[src/rtl/pet_pkg.sv]
// Shared encodings for the pet need state machine family.
package pet_pkg;

   localparam int STATE_W    = 3;
   localparam int TEST_STEPS = 4;
   localparam int TEST_IDX_W = $clog2(TEST_STEPS);

   typedef enum logic [STATE_W-1:0] {
      ST_IDLE     = 3'd0,
      ST_HUNGRY   = 3'd1,
      ST_STARVING = 3'd2,
      ST_EATING   = 3'd3,
      ST_SLEEP    = 3'd4
   } state_t;

   // Test mode walks the first TEST_STEPS encodings directly.
   function automatic state_t test_state(input logic [TEST_IDX_W-1:0] idx);
      return state_t'(STATE_W'(idx));
   endfunction

endpackage

[src/rtl/pet_need_fsm_sync_edge_det.sv]
// Two-flop synchroniser with a one-cycle rising-edge pulse output.
module sync_edge_det (
   input  logic clk,
   input  logic reset,
   input  logic i_raw,
   output logic o_pulse
);

   logic r_sync1;
   logic r_sync2;
   logic r_prev;

   always_ff @(posedge clk or negedge reset) begin
      if (!reset) begin
         r_sync1 <= 1'b0;
         r_sync2 <= 1'b0;
         r_prev  <= 1'b0;
      end else begin
         r_sync1 <= i_raw;
         r_sync2 <= r_sync1;
         r_prev  <= r_sync2;
      end
   end

   assign o_pulse = r_sync2 & ~r_prev;

endmodule

[src/rtl/pet_need_fsm.sv]
// Pet need state machine: owns the food level, derives state from thresholds,
// and offers a stepped test mode. Optional SLEEP state via PET_NEED_SLEEP_EN.
module pet_need_fsm
   import pet_pkg::*;
#(
   parameter int LEVEL_W     = 2,
   parameter int LEVEL_MAX   = 3,
   parameter int HUNGRY_TH   = 3,
   parameter int STARVE_TH   = 1,
   parameter int DECAY_TICKS = 4,
   parameter int FEED_TICKS  = 1
) (
   input  logic                  clk,
   input  logic                  reset,
   input  logic                  tick,
   input  logic                  btn_feed,
   input  logic                  test_mode,
   input  logic                  test_step_raw,
   input  logic                  light_dark,
   output logic [STATE_W-1:0]    state,
   output logic [LEVEL_W-1:0]    food_level,
   output logic                  feed_enable,
   output logic [TEST_IDX_W-1:0] test_idx,
   output logic                  state_chg
);

   localparam int DCW = $clog2(DECAY_TICKS + 1);
   localparam int FCW = $clog2(FEED_TICKS + 1);
   localparam logic [DCW-1:0]     DECAY_LAST = DCW'(DECAY_TICKS);
   localparam logic [FCW-1:0]     FEED_LAST  = FCW'(FEED_TICKS);
   localparam logic [LEVEL_W-1:0] LVL_FULL   = LEVEL_W'(LEVEL_MAX);
   localparam logic [LEVEL_W:0]   HUNGRY_LIM = (LEVEL_W+1)'(HUNGRY_TH);
   localparam logic [LEVEL_W:0]   STARVE_LIM = (LEVEL_W+1)'(STARVE_TH);

   state_t                r_state;
   logic [LEVEL_W-1:0]    r_level;
   logic [DCW-1:0]        r_decay_cnt;
   logic [FCW-1:0]        r_feed_cnt;
   logic [TEST_IDX_W-1:0] r_test_idx;
   logic                  r_feed_en;
   logic                  r_state_chg;

   state_t                w_next_state;
   logic                  w_step;
   logic [TEST_IDX_W-1:0] w_idx_next;
   logic [DCW-1:0]        w_decay_inc;
   logic [FCW-1:0]        w_feed_inc;
   logic                  w_lt_hungry;
   logic                  w_lt_starve;
   logic                  w_full;
   logic                  w_frozen;

   sync_edge_det u_step_det (
      .clk     (clk),
      .reset   (reset),
      .i_raw   (test_step_raw),
      .o_pulse (w_step)
   );

   assign w_idx_next  = w_step ? r_test_idx + 1'b1 : r_test_idx;
   assign w_decay_inc = r_decay_cnt + 1'b1;
   assign w_feed_inc  = r_feed_cnt + 1'b1;
   assign w_lt_hungry = {1'b0, r_level} < HUNGRY_LIM;
   assign w_lt_starve = {1'b0, r_level} < STARVE_LIM;
   assign w_full      = (r_level == LVL_FULL);

`ifdef PET_NEED_SLEEP_EN
   logic r_dark_seen;
   logic w_sleep_go;

   // Second consecutive dark tick requests sleep.
   assign w_sleep_go = tick & light_dark & r_dark_seen;
   assign w_frozen   = test_mode | (r_state == ST_SLEEP);

   always_ff @(posedge clk or negedge reset) begin
      if (!reset)
         r_dark_seen <= 1'b0;
      else if (test_mode)
         r_dark_seen <= 1'b0;
      else if (tick)
         r_dark_seen <= light_dark;
   end
`else
   logic w_unused_light;
   assign w_unused_light = light_dark;
   assign w_frozen       = test_mode;
`endif

   always_comb begin
      w_next_state = r_state;
      if (test_mode) begin
         w_next_state = test_state(w_idx_next);
      end else begin
         case (r_state)
            ST_IDLE: begin
               if (w_lt_hungry)     w_next_state = ST_HUNGRY;
`ifdef PET_NEED_SLEEP_EN
               else if (w_sleep_go) w_next_state = ST_SLEEP;
`endif
            end
            ST_HUNGRY: begin
               if (w_lt_starve)     w_next_state = ST_STARVING;
               else if (btn_feed)   w_next_state = ST_EATING;
`ifdef PET_NEED_SLEEP_EN
               else if (w_sleep_go) w_next_state = ST_SLEEP;
`endif
            end
            ST_STARVING: begin
               if (btn_feed)        w_next_state = ST_EATING;
            end
            ST_EATING: begin
               if (btn_feed && !w_full) w_next_state = ST_EATING;
               else if (w_full)         w_next_state = ST_IDLE;
               else if (!w_lt_starve)   w_next_state = ST_HUNGRY;
               else                     w_next_state = ST_STARVING;
            end
`ifdef PET_NEED_SLEEP_EN
            ST_SLEEP: begin
               if (tick && !light_dark)
                  w_next_state = w_lt_hungry ? ST_HUNGRY : ST_IDLE;
            end
`endif
            default: w_next_state = ST_IDLE;
         endcase
      end
   end

   always_ff @(posedge clk or negedge reset) begin
      if (!reset) begin
         r_state     <= ST_IDLE;
         r_level     <= LVL_FULL;
         r_decay_cnt <= '0;
         r_feed_cnt  <= '0;
         r_test_idx  <= '0;
         r_feed_en   <= 1'b1;
         r_state_chg <= 1'b0;
      end else begin
         r_state     <= w_next_state;
         r_state_chg <= (w_next_state != r_state);
         r_feed_en   <= !test_mode && (w_next_state == ST_IDLE ||
                                       w_next_state == ST_HUNGRY ||
                                       w_next_state == ST_STARVING);
         r_test_idx  <= test_mode ? w_idx_next : '0;

         // Level moves on the pre-transition state; frozen states hold counters.
         if (!w_frozen) begin
            if (r_state == ST_EATING) begin
               r_decay_cnt <= '0;
               if (tick) begin
                  if (w_feed_inc == FEED_LAST) begin
                     r_feed_cnt <= '0;
                     if (!w_full) r_level <= r_level + 1'b1;
                  end else begin
                     r_feed_cnt <= w_feed_inc;
                  end
               end
            end else begin
               r_feed_cnt <= '0;
               if (tick) begin
                  if (w_decay_inc == DECAY_LAST) begin
                     r_decay_cnt <= '0;
                     if (r_level != '0) r_level <= r_level - 1'b1;
                  end else begin
                     r_decay_cnt <= w_decay_inc;
                  end
               end
            end
         end
      end
   end

   assign state       = r_state;
   assign food_level  = r_level;
   assign feed_enable = r_feed_en;
   assign test_idx    = r_test_idx;
   assign state_chg   = r_state_chg;

endmodule

[config.mk]
export PLATFORM = sky130hd
export DESIGN_NAME = pet_need_fsm
export DESIGN_NICKNAME = d
export VERILOG_FILES = /design/src/rtl/pet_pkg.sv /design/src/rtl/pet_need_fsm_sync_edge_det.sv /design/src/rtl/pet_need_fsm.sv
export SDC_FILE = /design/constraint.sdc
export NUM_CORES = 1
export LEC_CHECK = 0
export ABC_AREA = 1
export BUFFER_PORTS_ARGS = -buffer_cell sky130_fd_sc_hd__buf_2
export CELL_PAD_IN_SITES_DETAIL_PLACEMENT = 1
export CELL_PAD_IN_SITES_GLOBAL_PLACEMENT = 1
export CORE_UTILIZATION = 38
export DETAILED_ROUTE_END_ITERATION = 8
export GPL_TIMING_DRIVEN = 1
export PLACE_DENSITY_LB_ADDON = 0.05
export SLEW_MARGIN = 20
export SYNTH_ARGS = -nofsm -noshare
export SYNTH_HDL_FRONTEND = slang
export SYNTH_SLANG_ARGS = --single-unit
export TNS_END_PERCENT = 20
[constraint.sdc]
create_clock -name clk -period 1.9 [get_ports clk]
set_input_delay 0.095 -clock clk [delete_from_list [all_inputs] [get_ports clk]]
set_output_delay 0.095 -clock clk [all_outputs]
set_load 0.02 [all_outputs]
# Word level (Yosys, flattened, before mapping)
# Cells that the tools add are included.
classes:
  eq_ne: 11
  n_bitwise: 3
  muxes: 22
  n_lt_le_gt_ge: 2
  addsub: 5
  n_reduce_logical: 15
op_table:
  columns: ["cell", "count"]
  rows:
  - ["two-way mux 2 bit", 12]
  - ["two-way mux 3 bit", 7]
  - ["one-hot mux 3 bit (4 select lines)", 1]
  - ["== test 3 x 2 -> 1 bit, second input constant", 3]
  - ["nonzero test 2 bit", 4]
  - ["== test 3 x 1 -> 1 bit, second input constant", 2]
  - ["logical NOT 3 bit", 2]
  - ["!= test 2 bit, second input constant", 3]
  - ["AND reduction 6 bit", 1]
  - ["adder 2 x 1 -> 2 bit, second input constant", 2]
  - ["AND reduction 2 bit", 2]
  - ["adder 3 x 1 -> 3 bit, second input constant", 1]
  - ["== test 3 bit, second input constant", 1]
  - ["!= test 3 bit", 1]
  - ["== test 2 bit, second input constant", 1]
  - ["logical AND 1 bit", 2]
  - ["logical NOT 1 bit", 2]
  - ["logical OR 1 bit", 2]
  - ["< comparator 2 x 1 -> 1 bit, second input constant", 1]
  - ["< comparator 2 bit, second input constant", 1]
  - ["two-way mux 1 bit", 2]
  - ["NOT 1 bit", 2]
  - ["subtractor 2 x 1 -> 2 bit, second input constant", 1]
  - ["adder 1 bit, second input constant", 1]
  - ["AND 1 bit", 1]
word_totals:
  regBits: 16
  input_bits: 7

# Logic depth before layout (Yosys ltp)
# Gate-level depths: netlist of the first run.
logic_depth:
  depth_word: 10
  mapped_depth: 11
  depth_no_buf: 11

# Modules after synthesis
# Synthesis of the first run repeated with hierarchy kept, for this count alone.
hier_totals:
  cells_unflattened: 96
  hier_area_um2: 797.0
by_module_without_submodules:
  columns: ["mod", "instances", "area_per_inst_um2", "cells_per_inst", "seq_area_each_um2"]
  rows:
  - ["pet_need_fsm", 1, 711.9, 91, 304.0]
  - ["sync_edge_det", 1, 85.1, 5, 75.1]

# Least setup slack after synthesis of the first run
# Ideal clock, no wire load.
synth_timing:
  kind: "register to register"
  startpoint: "reg r_level[0], in the netlist food_level[0]"
  endpoint: "reg r_state_chg, in the netlist state_chg"
  setup_ps: 119
  arrival_ps: 1476
  path_stages_with_launch: 9
  slack_ps: 305
  cell_sequence: "dfstp_2 > inv_1 > ha_1 > o21ai_0 > nand3_1 > nand2_1 > nand3_1 > nand2_1 > nand2_1"
synth_between:
  elab_chain_cells: 7
synth_rtl:
  columns: ["item", "line_no", "text"]
  rows:
  - ["start, declared", "pet_need_fsm.sv:36", "logic [LEVEL_W-1:0] r_level;"]
  - ["start signal, assigned", "pet_need_fsm.sv:152", "if (!w_full) r_level <= r_level + 1'b1;"]
  - ["start signal, assigned", "pet_need_fsm.sv:162", "if (r_level != '0) r_level <= r_level - 1'b1;"]
  - ["< comparator 2 x 1 -> 1 bit / == test 2 bit (equally long branches)", "pet_need_fsm.sv:64, pet_need_fsm.sv:65", null]
  - ["two-way mux 2 bit / logical NOT 1 bit (equally long branches)", null, null]
  - ["two-way mux 2 bit / logical AND 1 bit (equally long branches)", "pet_need_fsm.sv:113, pet_need_fsm.sv:112", null]
  - ["two-way mux 2 bit", "pet_need_fsm.sv:112", "if (btn_feed && !w_full) w_next_state = ST_EATING;"]
  - ["one-hot mux 3 bit (4 select lines) (*)", "pet_need_fsm.sv:94", "case (r_state)"]
  - ["two-way mux 3 bit (*)", "pet_need_fsm.sv:91", "if (test_mode) begin"]
  - ["!= test 3 bit (*)", "pet_need_fsm.sv:139", "r_state_chg <= (w_next_state != r_state);"]
  - ["end signal, assigned", "pet_need_fsm.sv:139", null]
  - ["end, declared", "pet_need_fsm.sv:41", "logic r_state_chg;"]
# Mark *: on every way between the ends. The rest lies on a longest branch, timed or not.
# A chain may end at the register's enable or synchronous reset.

# Final worst setup path of the first run
layout_timing:
  startpoint: "reg r_level[0], in the netlist food_level[0]"
  endpoint: "reg r_state_chg, in the netlist state_chg"
layout_between:
  elab_chain_cells: 7
layout_rtl:
  columns: ["item", "line_no", "text"]
  rows:
  - ["< comparator 2 x 1 -> 1 bit / == test 2 bit (equally long branches)", "pet_need_fsm.sv:64, pet_need_fsm.sv:65", null]
  - ["two-way mux 2 bit / logical NOT 1 bit (equally long branches)", null, null]
  - ["two-way mux 2 bit / logical AND 1 bit (equally long branches)", "pet_need_fsm.sv:113, pet_need_fsm.sv:112", null]
  - ["two-way mux 2 bit", "pet_need_fsm.sv:112", null]
  - ["one-hot mux 3 bit (4 select lines) (*)", "pet_need_fsm.sv:94", null]
  - ["two-way mux 3 bit (*)", "pet_need_fsm.sv:91", null]
  - ["via w_next_state[0]", "pet_need_fsm.sv:43", "state_t w_next_state;"]
  - ["!= test 3 bit (*)", "pet_need_fsm.sv:139", null]
# Mark *: on every way through the listed nets, which the timed path passes. The rest lies on a longest branch.

==> impl_metrics.prom, run 1 <==
# TYPE chip_impl_metric gauge
chip_impl_metric{name="synthToLayoutAreaGrowth",unit="%"} 18.9
chip_impl_metric{name="min_period_over_period",unit="%"} 87.5
chip_impl_info{name="worst_r2r_startpoint",value="food_level[0]$_DFFE_PN1P_"} 1
chip_impl_metric{name="worstSkewPairLatency",unit="ns"} 0.28
chip_impl_metric{name="cp_data_arrival_time",unit="ns"} 1.84
chip_impl_metric{name="antenna_violating_nets_post_route",unit=""} 0
chip_impl_info{name="critPathSlowestCell",value="dfstp_2"} 1
chip_impl_metric{name="syn_inst",unit=""} 97
chip_impl_metric{name="layout_cells_sized_above_1",unit="%"} 20.5
chip_impl_metric{name="grt.total_usage",unit="%"} 18.7
chip_impl_metric{name="max-vdd-ir-drop",unit="mV"} 0.518
chip_impl_info{name="status",value="finished, final reports clean"} 1
chip_impl_metric{name="number_of_antenna_violations_at_the_first_check_in_global_routing",unit=""} 0
chip_impl_metric{name="die_w",unit="um"} 47.9
chip_impl_metric{name="setup_slack_on_the_worst_flop_to_flop_path",unit="ns"} 0.24
chip_impl_metric{name="vias_per_cell",unit=""} 4.68
chip_impl_metric{name="via_count",unit=""} 674
chip_impl_metric{name="die_height",unit="um"} 47.9
chip_impl_metric{name="placement_rows",unit=""} 16
chip_impl_info{name="setup_repair_after_global_routing_missed_its_margin",value="no"} 1
chip_impl_metric{name="setup-tns-final",unit="ns"} 0
chip_impl_metric{name="holdPathStages",unit=""} 2
chip_impl_metric{name="holdWs",unit="ns"} 0.0215
chip_impl_metric{name="switching_power",unit="uW"} 371
chip_impl_metric{name="netSwitchingFraction",unit="%"} 38.1
chip_impl_metric{name="die_outline_area",unit="um^2"} 2300
chip_impl_info{name="holdPathEnd",value="feed_enable$_DFF_PN1_"} 1
chip_impl_metric{name="synth-seq-cells",unit=""} 15
chip_impl_metric{name="synthesis.nets",unit=""} 111
chip_impl_metric{name="setup_slack_of_the_critical_path_after_layout",unit="ns"} 0.238
chip_impl_metric{name="grt_pass1_vias",unit=""} 647
chip_impl_metric{name="total_leakage_power",unit="uW"} 0.000524
chip_impl_metric{name="grt.overflow.total",unit=""} 0
chip_impl_info{name="setup.worst_path.start_class",value="register"} 1
chip_impl_metric{name="grt_max_degree",unit=""} 16
chip_impl_metric{name="syn_area_per_cell",unit="um^2"} 8.27
chip_impl_info{name="hold_path.startpoint",value="test_mode"} 1
chip_impl_metric{name="period_minus_slack",unit="ns"} 1.66
chip_impl_metric{name="clock_tree.buffer_depth",unit=""} 2
chip_impl_metric{name="drt_pre_antenna_iters",unit=""} 2
chip_impl_metric{name="finalSetupViolations",unit=""} 0
chip_impl_metric{name="slew_violations",unit=""} 0
chip_impl_metric{name="post_cts_resized",unit=""} 0
chip_impl_info{name="timing.critical_path.mode_cell",value="nand2_1"} 1
chip_impl_metric{name="wire_length_of_the_first_global_routing_pass",unit="mm"} 2.81
chip_impl_metric{name="drt_wl_total",unit="mm"} 1.83
chip_impl_metric{name="final_hold_viol_count",unit=""} 0
chip_impl_metric{name="wire_per_inst",unit="um"} 12.7
chip_impl_metric{name="intPower",unit="uW"} 602
chip_impl_metric{name="drt-initial-drc-count",unit=""} 1
chip_impl_metric{name="io_pins",unit=""} 16
chip_impl_metric{name="yosysUniqueCellTypes",unit=""} 17
chip_impl_metric{name="cts_setup_buffers",unit=""} 0
chip_impl_info{name="worst_r2r_endpoint",value="state_chg$_DFF_PN0_"} 1
chip_impl_metric{name="cts.sinks",unit=""} 15
chip_impl_info{name="endpoint_kind",value="register"} 1
chip_impl_metric{name="path_clk_slew",unit="ns"} 0.09
chip_impl_metric{name="core_area",unit="um^2"} 1980
chip_impl_info{name="clock_tree.root_cell",value="clkbuf_4"} 1
chip_impl_metric{name="max_cap_violations",unit=""} 0
chip_impl_metric{name="cellPowerDensity",unit="nW/um^2"} 1020
chip_impl_metric{name="ff2ff_path_depth",unit=""} 9
chip_impl_metric{name="power_frac_comb",unit="%"} 35.8
chip_impl_metric{name="final.setup_skew",unit="ns"} 0.00391
chip_impl_metric{name="globalplace.congestion",unit=""} 0.734
chip_impl_metric{name="antenna-diode-count",unit=""} 0
chip_impl_info{name="worstPathCellList",value="inv_1 > ha_1 > or2_1 > nand3_1 > nand2_1 > nand2_2 > nand2_1 > nand2_1 > nand2_1"} 1
chip_impl_metric{name="max_stage_delay",unit="ns"} 0.57
chip_impl_metric{name="required",unit="ns"} 2.07
chip_impl_metric{name="synth-seq-area-share",unit="%"} 47.3
chip_impl_metric{name="place.detailed.hpwl",unit="mm"} 1.42
chip_impl_info{name="worst-setup-path-type",value="reg -> reg"} 1
chip_impl_metric{name="ys_warn_count",unit=""} 0
chip_impl_metric{name="cts-buffers-inserted",unit=""} 3
chip_impl_metric{name="drcViolationCount",unit=""} 0
chip_impl_info{name="cts_tree",value="done"} 1
chip_impl_metric{name="place_worst_setup_slack",unit="ns"} 0.250
chip_impl_metric{name="fmax",unit="GHz"} 0.602
chip_impl_metric{name="crit_path_max_fanout",unit=""} 4
chip_impl_metric{name="htree_num_levels",unit=""} 1
chip_impl_info{name="critical-path-top-delay-family",value="simple AND/OR/NAND/NOR gates"} 1
chip_impl_metric{name="design.final.nets",unit=""} 132
chip_impl_metric{name="critical_path.n_buffers_inverters",unit=""} 1
chip_impl_info{name="hold_class",value="in -> reg"} 1
chip_impl_metric{name="port_buffers",unit=""} 14
chip_impl_metric{name="synth_area",unit="um^2"} 802
chip_impl_metric{name="dpl-instance-area",unit="um^2"} 906
chip_impl_metric{name="pwr-share-clk",unit="%"} 18.7
chip_impl_metric{name="sequential_cell_fraction_of_total_power",unit="%"} 45.5
chip_impl_metric{name="initial_utilization",unit="%"} 40.5
chip_impl_metric{name="design_area",unit="um^2"} 953
-- registers in the layout, indices dropped and copies added, names as in the netlist --
register / cells
r_decay_cnt: 3
feed_enable: 1
food_level: 2
u_step_det.r_sync2: 1
u_step_det.r_prev: 1
state_chg: 1
test_idx: 2
u_step_det.r_sync1: 1
state: 3
-- cells in the final DEF, fill, tap and decap left out, drive strengths merged --
master / n
a21oi: 2
buf: 14
clkbuf: 3
clkinv: 1
conb: 1
dfrtp: 12
dfstp: 3
dlygate4sd3: 2
ha: 7
inv: 17
nand2: 24
nand3: 12
nand4: 1
nor2: 10
o21ai: 4
o21bai: 1
or2: 1
xor2: 2
-- cell families after synthesis --
family,count (synthesis),synth area share (%)
simple gates,48,26.5
buf+inv,17,7.96
flops,15,47.3
compound gates,7,4.68
fa+ha+maj,7,10.9
xor+xnor,2,2.18
other cells,1,0.468
-- power groups by stage --
stage | sequential, uW | clock [uW] | combinational, uW
2_1_floorplan | 479 | 0 | 202
3_3_place_gp | 443 | 0 | 328
3_5_place_dp | 450 | 0 | 344
4_1_cts | 444 | 193 | 354
5_1_grt | 453 | 203 | 399
6_report | 443 | 182 | 348
-- area by class of cell --
cell class                      instances  area (um^2)
Clock buffer                            3         22.5
Fill cell                             247         1030
Sequential cell                        15          379
Multi-Input combinational cell         65          359
Tap cell                               27         33.8
Timing Repair Buffer                   16         90.1
Clock inverter                          1         5.00
Inverter                               17         63.8
-- metal layers --
| layer | share of wire (%) | global-route usage [%] | up-vias |
|---|---|---|---|
| li1 | - | - | 339 |
| met1 | 46 | 22.6 | 325 |
| met2 | 51 | 32.2 | 8 |
| met3 | 2.3 | 2.26 | 2 |
| met4 | 0.82 | 10.0 | 0 |
| met5 | 0 | 0 | - |
-- Yosys cell counts --
library cell,instances,area [um^2]
conb_1,1,3.75
dfrtp_1,12,300
a21oi_1,2,10.0
o21ai_1,1,5.00
o21ai_0,3,15.0
o21bai_1,1,7.51
nor2_4,1,11.3
nor2_1,9,33.8
or2_1,1,6.26
xor2_1,2,17.5
nand4_1,1,6.26
nand2_2,2,12.5
nand3_1,12,60.1
nand2_1,22,82.6
ha_1,7,87.6
inv_1,17,63.8
dfstp_2,3,78.8
-- worst max-delay path by stage --
| stage | cells after the start | end | startpoint | slack [ns] |
|---|---|---|---|---|
| final | 9 | state_chg$_DFF_PN0_ | food_level[0]$_DFFE_PN1P_ | 0.24 |
| after global routing | 8 | state_chg$_DFF_PN0_ | food_level[0]$_DFFE_PN1P_ | 0.05 |
| after CTS | 10 | state_chg$_DFF_PN0_ | food_level[0]$_DFFE_PN1P_ | 0.24 |
| after detailed placement | 10 | state_chg$_DFF_PN0_ | food_level[0]$_DFFE_PN1P_ | 0.25 |
| after global placement | 8 | state_chg$_DFF_PN0_ | food_level[0]$_DFFE_PN1P_ | 0.28 |
| after floorplan | 8 | state_chg$_DFF_PN0_ | food_level[0]$_DFFE_PN1P_ | 0.31 |
-- through the flow --
| step | instances | util (%) | power [uW] |
|---|---|---|---|
| 3_3_place_gp | 138 | 45.7 | 772 |
| 5_1_grt | 144 | 48.1 | 1050 |
| 6_report | 144 | 48.1 | 973 |
| 2_1_floorplan | 97 | - | 681 |
| 3_5_place_dp | 138 | 45.7 | 794 |
| 4_1_cts | 144 | 48.1 | 991 |
-- what timing repair did --
action | 4_1_cts | 5_1_grt
endpoints found under the hold margin | 16 | 0
hold buffers | 2 | 0
endpoints found under the setup margin | 0 | 0
Power figures use the tool's default switching activity.
==> run 2, diff against run 1 <==
--- a/config.mk
+++ b/config.mk
@@ -16,5 +16,6 @@
 export SLEW_MARGIN = 20
 export SYNTH_ARGS = -nofsm -noshare
 export SYNTH_HDL_FRONTEND = slang
+export SYNTH_HIERARCHICAL = 1
 export SYNTH_SLANG_ARGS = --single-unit
 export TNS_END_PERCENT = 20
==> impl_metrics.prom, run 2 <==
# TYPE chip_impl_metric gauge
chip_impl_metric{name="via_count",unit=""} 653
chip_impl_metric{name="max_cap_violations",unit=""} 0
chip_impl_info{name="hold_class",value="in -> reg"} 1
chip_impl_metric{name="cts-buffers-inserted",unit=""} 3
chip_impl_info{name="setup.worst_path.start_class",value="register"} 1
chip_impl_info{name="cts_tree",value="done"} 1
chip_impl_metric{name="die_w",unit="um"} 47.8
chip_impl_metric{name="synthesis.nets",unit=""} 110
chip_impl_metric{name="grt_pass1_vias",unit=""} 635
chip_impl_metric{name="pwr-share-clk",unit="%"} 18.4
chip_impl_metric{name="final.setup_skew",unit="ns"} 0.00295
chip_impl_metric{name="max_stage_delay",unit="ns"} 0.57
chip_impl_info{name="post-synth-top-count-cell",value="nand2_1"} 1
chip_impl_metric{name="drt_wl_total",unit="mm"} 1.74
chip_impl_metric{name="setup-tns-final",unit="ns"} 0
chip_impl_info{name="critical-path-top-delay-family",value="simple AND/OR/NAND/NOR gates"} 1
chip_impl_metric{name="die_height",unit="um"} 47.8
chip_impl_metric{name="placement_rows",unit=""} 16
chip_impl_metric{name="finish.cell_count_without_fillers",unit=""} 144
chip_impl_metric{name="number_of_antenna_violations_at_the_first_check_in_global_routing",unit=""} 0
chip_impl_info{name="postSynth.topFlopCell",value="dfrtp_1"} 1
chip_impl_info{name="worst_r2r_startpoint",value="food_level[0]$_DFFE_PN1P_"} 1
chip_impl_metric{name="netSwitchingFraction",unit="%"} 38.7
chip_impl_metric{name="syn_inst",unit=""} 96
chip_impl_metric{name="wire_per_inst",unit="um"} 12.1
chip_impl_metric{name="final.fill_count",unit=""} 265
chip_impl_metric{name="grt_max_degree",unit=""} 16
chip_impl_metric{name="max-vdd-ir-drop",unit="mV"} 0.604
chip_impl_info{name="worstPathCellList",value="inv_1 > ha_1 > nor2_1 > nor2_1 > nor2_1 > nand2_1 > nand2_2 > a21oi_1 > nor2_1 > nand2_1"} 1
chip_impl_metric{name="design.final.nets",unit=""} 132
chip_impl_metric{name="sequential_cell_fraction_of_total_power",unit="%"} 44.9
chip_impl_info{name="clock_tree.root_cell",value="clkbuf_4"} 1
chip_impl_info{name="synth_top_area_cell",value="dfrtp_1"} 1
chip_impl_metric{name="required",unit="ns"} 2.08
chip_impl_metric{name="cellPowerDensity",unit="nW/um^2"} 1050
chip_impl_info{name="most-common-layout-cells",value="nand2_1, inv_1, buf_2"} 1
chip_impl_metric{name="wire_length_of_the_first_global_routing_pass",unit="mm"} 2.68
chip_impl_info{name="timing.critical_path.mode_cell",value="nor2_1"} 1
chip_impl_info{name="netlist_top_cells_area",value="dfrtp_1, ha_1, nand2_1, dfstp_2, inv_1"} 1
chip_impl_metric{name="yosysUniqueCellTypes",unit=""} 18
chip_impl_metric{name="cts.sinks",unit=""} 15
chip_impl_metric{name="switching_power",unit="uW"} 390
chip_impl_metric{name="synth_area",unit="um^2"} 797
chip_impl_metric{name="drt_pre_antenna_iters",unit=""} 4
chip_impl_metric{name="min_period_over_period",unit="%"} 88.1
chip_impl_metric{name="drcViolationCount",unit=""} 0
chip_impl_metric{name="die_outline_area",unit="um^2"} 2280
chip_impl_info{name="critPathLaunch",value="food_level[0]$_DFFE_PN1P_"} 1
chip_impl_metric{name="synth-seq-cells",unit=""} 15
chip_impl_info{name="hold_path.startpoint",value="tick"} 1
chip_impl_info{name="setup_repair_after_global_routing_missed_its_margin",value="no"} 1
chip_impl_metric{name="period_minus_slack",unit="ns"} 1.67
chip_impl_info{name="synth_top_cells_by_count",value="nand2_1, inv_1, dfrtp_1"} 1
chip_impl_metric{name="grt.overflow.total",unit=""} 0
chip_impl_metric{name="finalSetupViolations",unit=""} 0
chip_impl_metric{name="path_clk_slew",unit="ns"} 0.10
chip_impl_metric{name="intPower",unit="uW"} 617
chip_impl_info{name="status",value="finished, final reports clean"} 1
chip_impl_metric{name="antenna-diode-count",unit=""} 0
chip_impl_info{name="layout_commonest_cell",value="nand2_1"} 1
chip_impl_metric{name="cts_setup_buffers",unit=""} 0
chip_impl_metric{name="io_pins",unit=""} 16
chip_impl_metric{name="ys_warn_count",unit=""} 6
chip_impl_metric{name="port_buffers",unit=""} 14
chip_impl_info{name="critPathSlowestCell",value="dfstp_2"} 1
chip_impl_metric{name="total_leakage_power",unit="uW"} 0.000524
chip_impl_metric{name="cp_data_arrival_time",unit="ns"} 1.86
chip_impl_metric{name="synthToLayoutAreaGrowth",unit="%"} 20.3
chip_impl_metric{name="place.detailed.hpwl",unit="mm"} 1.37
chip_impl_metric{name="ys_async_sr_fraction",unit="%"} 100
chip_impl_metric{name="core_area",unit="um^2"} 1960
chip_impl_metric{name="crit_path_max_fanout",unit=""} 4
chip_impl_metric{name="layout_cells_sized_above_1",unit="%"} 22.2
chip_impl_metric{name="synth_largest_type_area_fraction",unit="%"} 37.7
chip_impl_metric{name="fmax",unit="GHz"} 0.598
chip_impl_metric{name="power_frac_comb",unit="%"} 36.7
chip_impl_metric{name="final_hold_viol_count",unit=""} 0
chip_impl_metric{name="holdWs",unit="ns"} 0.148
chip_impl_metric{name="initial_utilization",unit="%"} 40.6
chip_impl_metric{name="htree_num_levels",unit=""} 1
chip_impl_metric{name="clock_tree.buffer_depth",unit=""} 2
chip_impl_info{name="endpoint_kind",value="register"} 1
chip_impl_metric{name="syn_area_per_cell",unit="um^2"} 8.30
chip_impl_metric{name="slew_violations",unit=""} 0
chip_impl_metric{name="placed_cells",unit=""} 137
chip_impl_metric{name="worstSkewPairLatency",unit="ns"} 0.28
chip_impl_metric{name="post_cts_resized",unit=""} 0
chip_impl_metric{name="antenna_violating_nets_post_route",unit=""} 0
chip_impl_metric{name="drt-initial-drc-count",unit=""} 8
chip_impl_metric{name="count_of_flip_flops_with_a_built_in_enable_after_synthesis",unit=""} 0
chip_impl_metric{name="globalplace.congestion",unit=""} 0.744
chip_impl_metric{name="critical_path.n_buffers_inverters",unit=""} 1
chip_impl_metric{name="vias_per_cell",unit=""} 4.53
chip_impl_metric{name="synth-seq-area-share",unit="%"} 47.6
chip_impl_metric{name="grt.total_usage",unit="%"} 17.5
chip_impl_info{name="worst-setup-path-type",value="reg -> reg"} 1
-- run 2: cell types whose count changed after synthesis, sizes merged --
cell / change
nand3: -2
nand4: -1
inv: -1
nor2: +2
nor3: +1
-- run 2: cell type report --
class | instances | area [um^2] | area share [%]
sequential | 15 | 379 | 39.6
multi-input combinational | 65 | 358 | 37.3
timing repair buffer | 17 | 100 | 10.4
inverter | 16 | 60.1 | 6.27
tap | 27 | 33.8 | 3.52
clock buffer | 3 | 22.5 | 2.35
clock inverter | 1 | 5.00 | 0.522
-- run 2: power groups by stage --
| stage | clock (uW) | combinational [uW] | sequential [uW] |
|---|---|---|---|
| after CTS | 196 | 379 | 452 |
| after global routing | 206 | 425 | 463 |
| after floorplan | 0 | 218 | 492 |
| final | 185 | 370 | 452 |
| after global placement | 0 | 352 | 454 |
| after detailed placement | 0 | 372 | 458 |
-- run 2: worst paths after layout --
| check | end | slack, ns | depth (start not counted) |
|---|---|---|---|
| max in group asynchronous | food_level[0]$_DFFE_PN1P_ | 1.36 | 2 |
| worst max-delay path | state_chg$_DFF_PN0_ | 0.23 | 10 |
| worst min register to register | u_step_det/r_sync2$_DFF_PN0_ | 0.36 | 0 |
| min in group asynchronous | state[0]$_DFF_PN0_ | 0.24 | 2 |
| worst max register to register | state_chg$_DFF_PN0_ | 0.23 | 10 |
| worst min-delay path | r_decay_cnt[1]$_DFFE_PN0P_ | 0.15 | 4 |
-- run 2: cells by family (layout without fill, tap and decap cells) --
kind of cell / count (synthesis) / in the layout / synth area share, %
AOI/OAI and AO/OA: 7 / 7 / 4.71
xor gates and xnor gates: 2 / 2 / 2.20
adders and majority gates: 7 / 7 / 11.0
buffers and inverters: 16 / 37 / 7.54
DFF: 15 / 15 / 47.6
other: 1 / 1 / 0.471
and+or+nand+nor: 48 / 48 / 26.5
-- run 2: repair_timing --
action	4_1_cts	5_1_grt
hold buffers	3	0
setup endpoints to repair	0	0
hold endpoints to repair	17	0
-- run 2: worst min-delay path, stage by stage --
cell,delay (ns)
buf_2,0.08
nand2_1,0.08
nand3_1,0.09
nand2_1,0.05
-- run 2: metrics by stage --
stage	total power [uW]	cell area (um^2)	util, %	worst slack [ns]
2_1_floorplan	710	797	-	0.320
3_3_place_gp	805	901	45.9	0.278
3_5_place_dp	831	901	45.9	0.193
4_1_cts	1030	958	48.9	0.191
5_1_grt	1090	958	48.9	0.0159
6_report	1010	958	48.9	0.227
-- run 2: routing by layer --
metal | global-route usage, % | vias up | wire length, um
met1 | 22.3 | 311 | 829
met4 | 6.67 | 0 | 0
met5 | 0 | - | 0
li1 | - | 333 | -
met3 | 3.40 | 0 | 51
met2 | 29.2 | 9 | 855
==> run 3, diff against run 2 <==
--- a/config.mk
+++ b/config.mk
@@ -10,6 +10,7 @@
 export CELL_PAD_IN_SITES_DETAIL_PLACEMENT = 1
 export CELL_PAD_IN_SITES_GLOBAL_PLACEMENT = 1
 export CORE_UTILIZATION = 38
+export CTS_BUF_LIST = sky130_fd_sc_hd__clkbuf_16
 export DETAILED_ROUTE_END_ITERATION = 8
 export GPL_TIMING_DRIVEN = 1
 export PLACE_DENSITY_LB_ADDON = 0.05
==> impl_metrics.prom, run 3 (same netlist as run 2, synthesis figures left out) <==
# TYPE chip_impl_metric gauge
chip_impl_info{name="worstPathCellList",value="inv_1 > ha_1 > nor2_1 > nor2_1 > nor2_1 > nand2_1 > nand2_2 > a21oi_1 > nor2_1 > nand2_1"} 1
chip_impl_info{name="critPathSlowestCell",value="dfstp_2"} 1
chip_impl_metric{name="antenna-diode-count",unit=""} 0
chip_impl_info{name="status",value="finished, final reports clean"} 1
chip_impl_metric{name="netSwitchingFraction",unit="%"} 34.2
chip_impl_metric{name="die_outline_area",unit="um^2"} 2280
chip_impl_metric{name="crit_path_max_fanout",unit=""} 4
chip_impl_metric{name="antenna_violating_nets_post_route",unit=""} 0
chip_impl_info{name="most-common-layout-cells",value="nand2_1, inv_1, buf_2"} 1
chip_impl_metric{name="globalplace.congestion",unit=""} 0.744
chip_impl_metric{name="grt.total_usage",unit="%"} 20.2
chip_impl_info{name="setup.worst_path.start_class",value="register"} 1
chip_impl_info{name="clock_tree.root_cell",value="clkbuf_16"} 1
chip_impl_metric{name="max-vdd-ir-drop",unit="mV"} 0.637
chip_impl_metric{name="final.fill_count",unit=""} 263
chip_impl_metric{name="intPower",unit="uW"} 821
chip_impl_metric{name="clock_tree.buffer_depth",unit=""} 2
chip_impl_metric{name="path_clk_slew",unit="ns"} 0.05
chip_impl_metric{name="final.setup_skew",unit="ns"} 0.00406
chip_impl_metric{name="io_pins",unit=""} 16
chip_impl_metric{name="grt.overflow.total",unit=""} 0
chip_impl_info{name="setup_repair_after_global_routing_missed_its_margin",value="no"} 1
chip_impl_metric{name="die_height",unit="um"} 47.8
chip_impl_metric{name="power_frac_comb",unit="%"} 30.2
chip_impl_metric{name="placement_rows",unit=""} 16
chip_impl_metric{name="switching_power",unit="uW"} 426
chip_impl_info{name="hold_class",value="in -> reg"} 1
chip_impl_metric{name="finalSetupViolations",unit=""} 0
chip_impl_metric{name="synthToLayoutAreaGrowth",unit="%"} 25.6
chip_impl_metric{name="place.detailed.hpwl",unit="mm"} 1.37
chip_impl_metric{name="period_minus_slack",unit="ns"} 1.69
chip_impl_metric{name="grt_pass1_vias",unit=""} 682
chip_impl_metric{name="cts.sinks",unit=""} 15
chip_impl_metric{name="initial_utilization",unit="%"} 40.6
chip_impl_metric{name="cts_setup_buffers",unit=""} 0
chip_impl_metric{name="wire_per_inst",unit="um"} 13.6
chip_impl_metric{name="min_period_over_period",unit="%"} 89.0
chip_impl_metric{name="design.final.nets",unit=""} 131
chip_impl_metric{name="ff2ff_path_depth",unit=""} 10
chip_impl_metric{name="htree_num_levels",unit=""} 1
chip_impl_metric{name="drt-initial-drc-count",unit=""} 7
chip_impl_metric{name="sequential_cell_fraction_of_total_power",unit="%"} 36.6
chip_impl_metric{name="total_leakage_power",unit="uW"} 0.000543
chip_impl_metric{name="finish.cell_count_without_fillers",unit=""} 143
chip_impl_metric{name="via_count",unit=""} 658
chip_impl_metric{name="drcViolationCount",unit=""} 0
chip_impl_metric{name="port_buffers",unit=""} 14
chip_impl_metric{name="fmax",unit="GHz"} 0.592
chip_impl_metric{name="die_w",unit="um"} 47.8
chip_impl_metric{name="pwr-share-clk",unit="%"} 33.3
chip_impl_metric{name="cts-buffers-inserted",unit=""} 3
chip_impl_metric{name="grt_max_degree",unit=""} 16
chip_impl_info{name="cts_tree",value="done"} 1
chip_impl_metric{name="max_stage_delay",unit="ns"} 0.55
chip_impl_metric{name="drt_pre_antenna_iters",unit=""} 4
chip_impl_metric{name="core_area",unit="um^2"} 1960
chip_impl_metric{name="cellPowerDensity",unit="nW/um^2"} 1250
chip_impl_info{name="layout_commonest_cell",value="nand2_1"} 1
chip_impl_metric{name="slew_violations",unit=""} 0
chip_impl_metric{name="drt_wl_total",unit="mm"} 1.94
chip_impl_metric{name="setup-tns-final",unit="ns"} 0
chip_impl_metric{name="vias_per_cell",unit=""} 4.60
chip_impl_metric{name="placed_cells",unit=""} 137
chip_impl_metric{name="final_hold_viol_count",unit=""} 0
chip_impl_metric{name="max_cap_violations",unit=""} 0
chip_impl_metric{name="worstSkewPairLatency",unit="ns"} 0.25
chip_impl_info{name="worst-setup-path-type",value="reg -> reg"} 1
chip_impl_metric{name="layout_cells_sized_above_1",unit="%"} 22.4
chip_impl_metric{name="number_of_antenna_violations_at_the_first_check_in_global_routing",unit=""} 0
chip_impl_info{name="endpoint_kind",value="register"} 1
chip_impl_metric{name="required",unit="ns"} 2.04
chip_impl_metric{name="cp_data_arrival_time",unit="ns"} 1.83
chip_impl_metric{name="post_cts_resized",unit=""} 0
chip_impl_metric{name="wire_length_of_the_first_global_routing_pass",unit="mm"} 3.01
chip_impl_info{name="timing.critical_path.mode_cell",value="nor2_1"} 1
chip_impl_metric{name="holdPathStages",unit=""} 2
run 3: what timing repair did:
| action | 4_1_cts | 5_1_grt |
|---|---|---|
| endpoints found under the hold margin | 13 | 0 |
| hold buffers | 2 | 0 |
| endpoints found under the setup margin | 0 | 0 |
run 3: final timing paths:
kind,start,end,slack (ns)
max,food_level[0]$_DFFE_PN1P_,state_chg$_DFF_PN0_,0.21
min,test_mode,feed_enable$_DFF_PN1_,0.02
max reg2reg,food_level[0]$_DFFE_PN1P_,state_chg$_DFF_PN0_,0.21
min reg2reg,u_step_det/r_sync1$_DFF_PN0_,u_step_det/r_sync2$_DFF_PN0_,0.37
max in group asynchronous,reset,food_level[0]$_DFFE_PN1P_,1.31
min in group asynchronous,reset,u_step_det/r_sync2$_DFF_PN0_,0.29
run 3: per-layer routing:
layer / track usage [%] / up-vias / wire length [um]
li1: - / 331 / -
met1: 23.6 / 312 / 865
met2: 34.3 / 11 / 994
met3: 4.53 / 4 / 48
met4: 10.6 / 0 / 34
met5: 0 / - / 0
run 3: worst max-delay path: cells and delay by family, from the launching register on:
family | cells | cell delay (ns)
fa+ha+maj | 1 | 0.24
compound gates | 1 | 0.07
buf+inv | 1 | 0.08
simple gates | 7 | 0.64
flops | 1 | 0.55
run 3: per-stage QoR:
step	worst slack [ns]	total power (uW)	utilization, %	hold slack, ns	area (um^2)
2_1_floorplan	0.320	710	-	-0.201	797
3_3_place_gp	0.278	805	45.9	0.0146	901
3_5_place_dp	0.193	831	45.9	0.0283	901
4_1_cts	0.187	1270	51.0	0.0250	1000
5_1_grt	0.0300	1330	51.0	0.0358	1000
6_report	0.210	1250	51.0	0.0226	1000
run 3: final cells by class:
type                    count  area (um^2)  share of cell area (%)
well taps                  27         33.8                    3.38
flip-flops and latches     15          379                    37.9
multi-input cells          65          358                    35.7
inverters                  16         60.1                    6.00
repair buffers             16         90.1                    9.00
clock inverters             1         5.00                   0.500
clock buffers               3         75.1                    7.50
run 3: power by group through the flow:
stage | Clock [uW] | Sequential [uW] | Combinational, uW
after floorplan | 0 | 492 | 218
after global placement | 0 | 454 | 352
after detailed placement | 0 | 458 | 372
after CTS | 422 | 456 | 387
after global routing | 441 | 465 | 427
final | 415 | 456 | 376
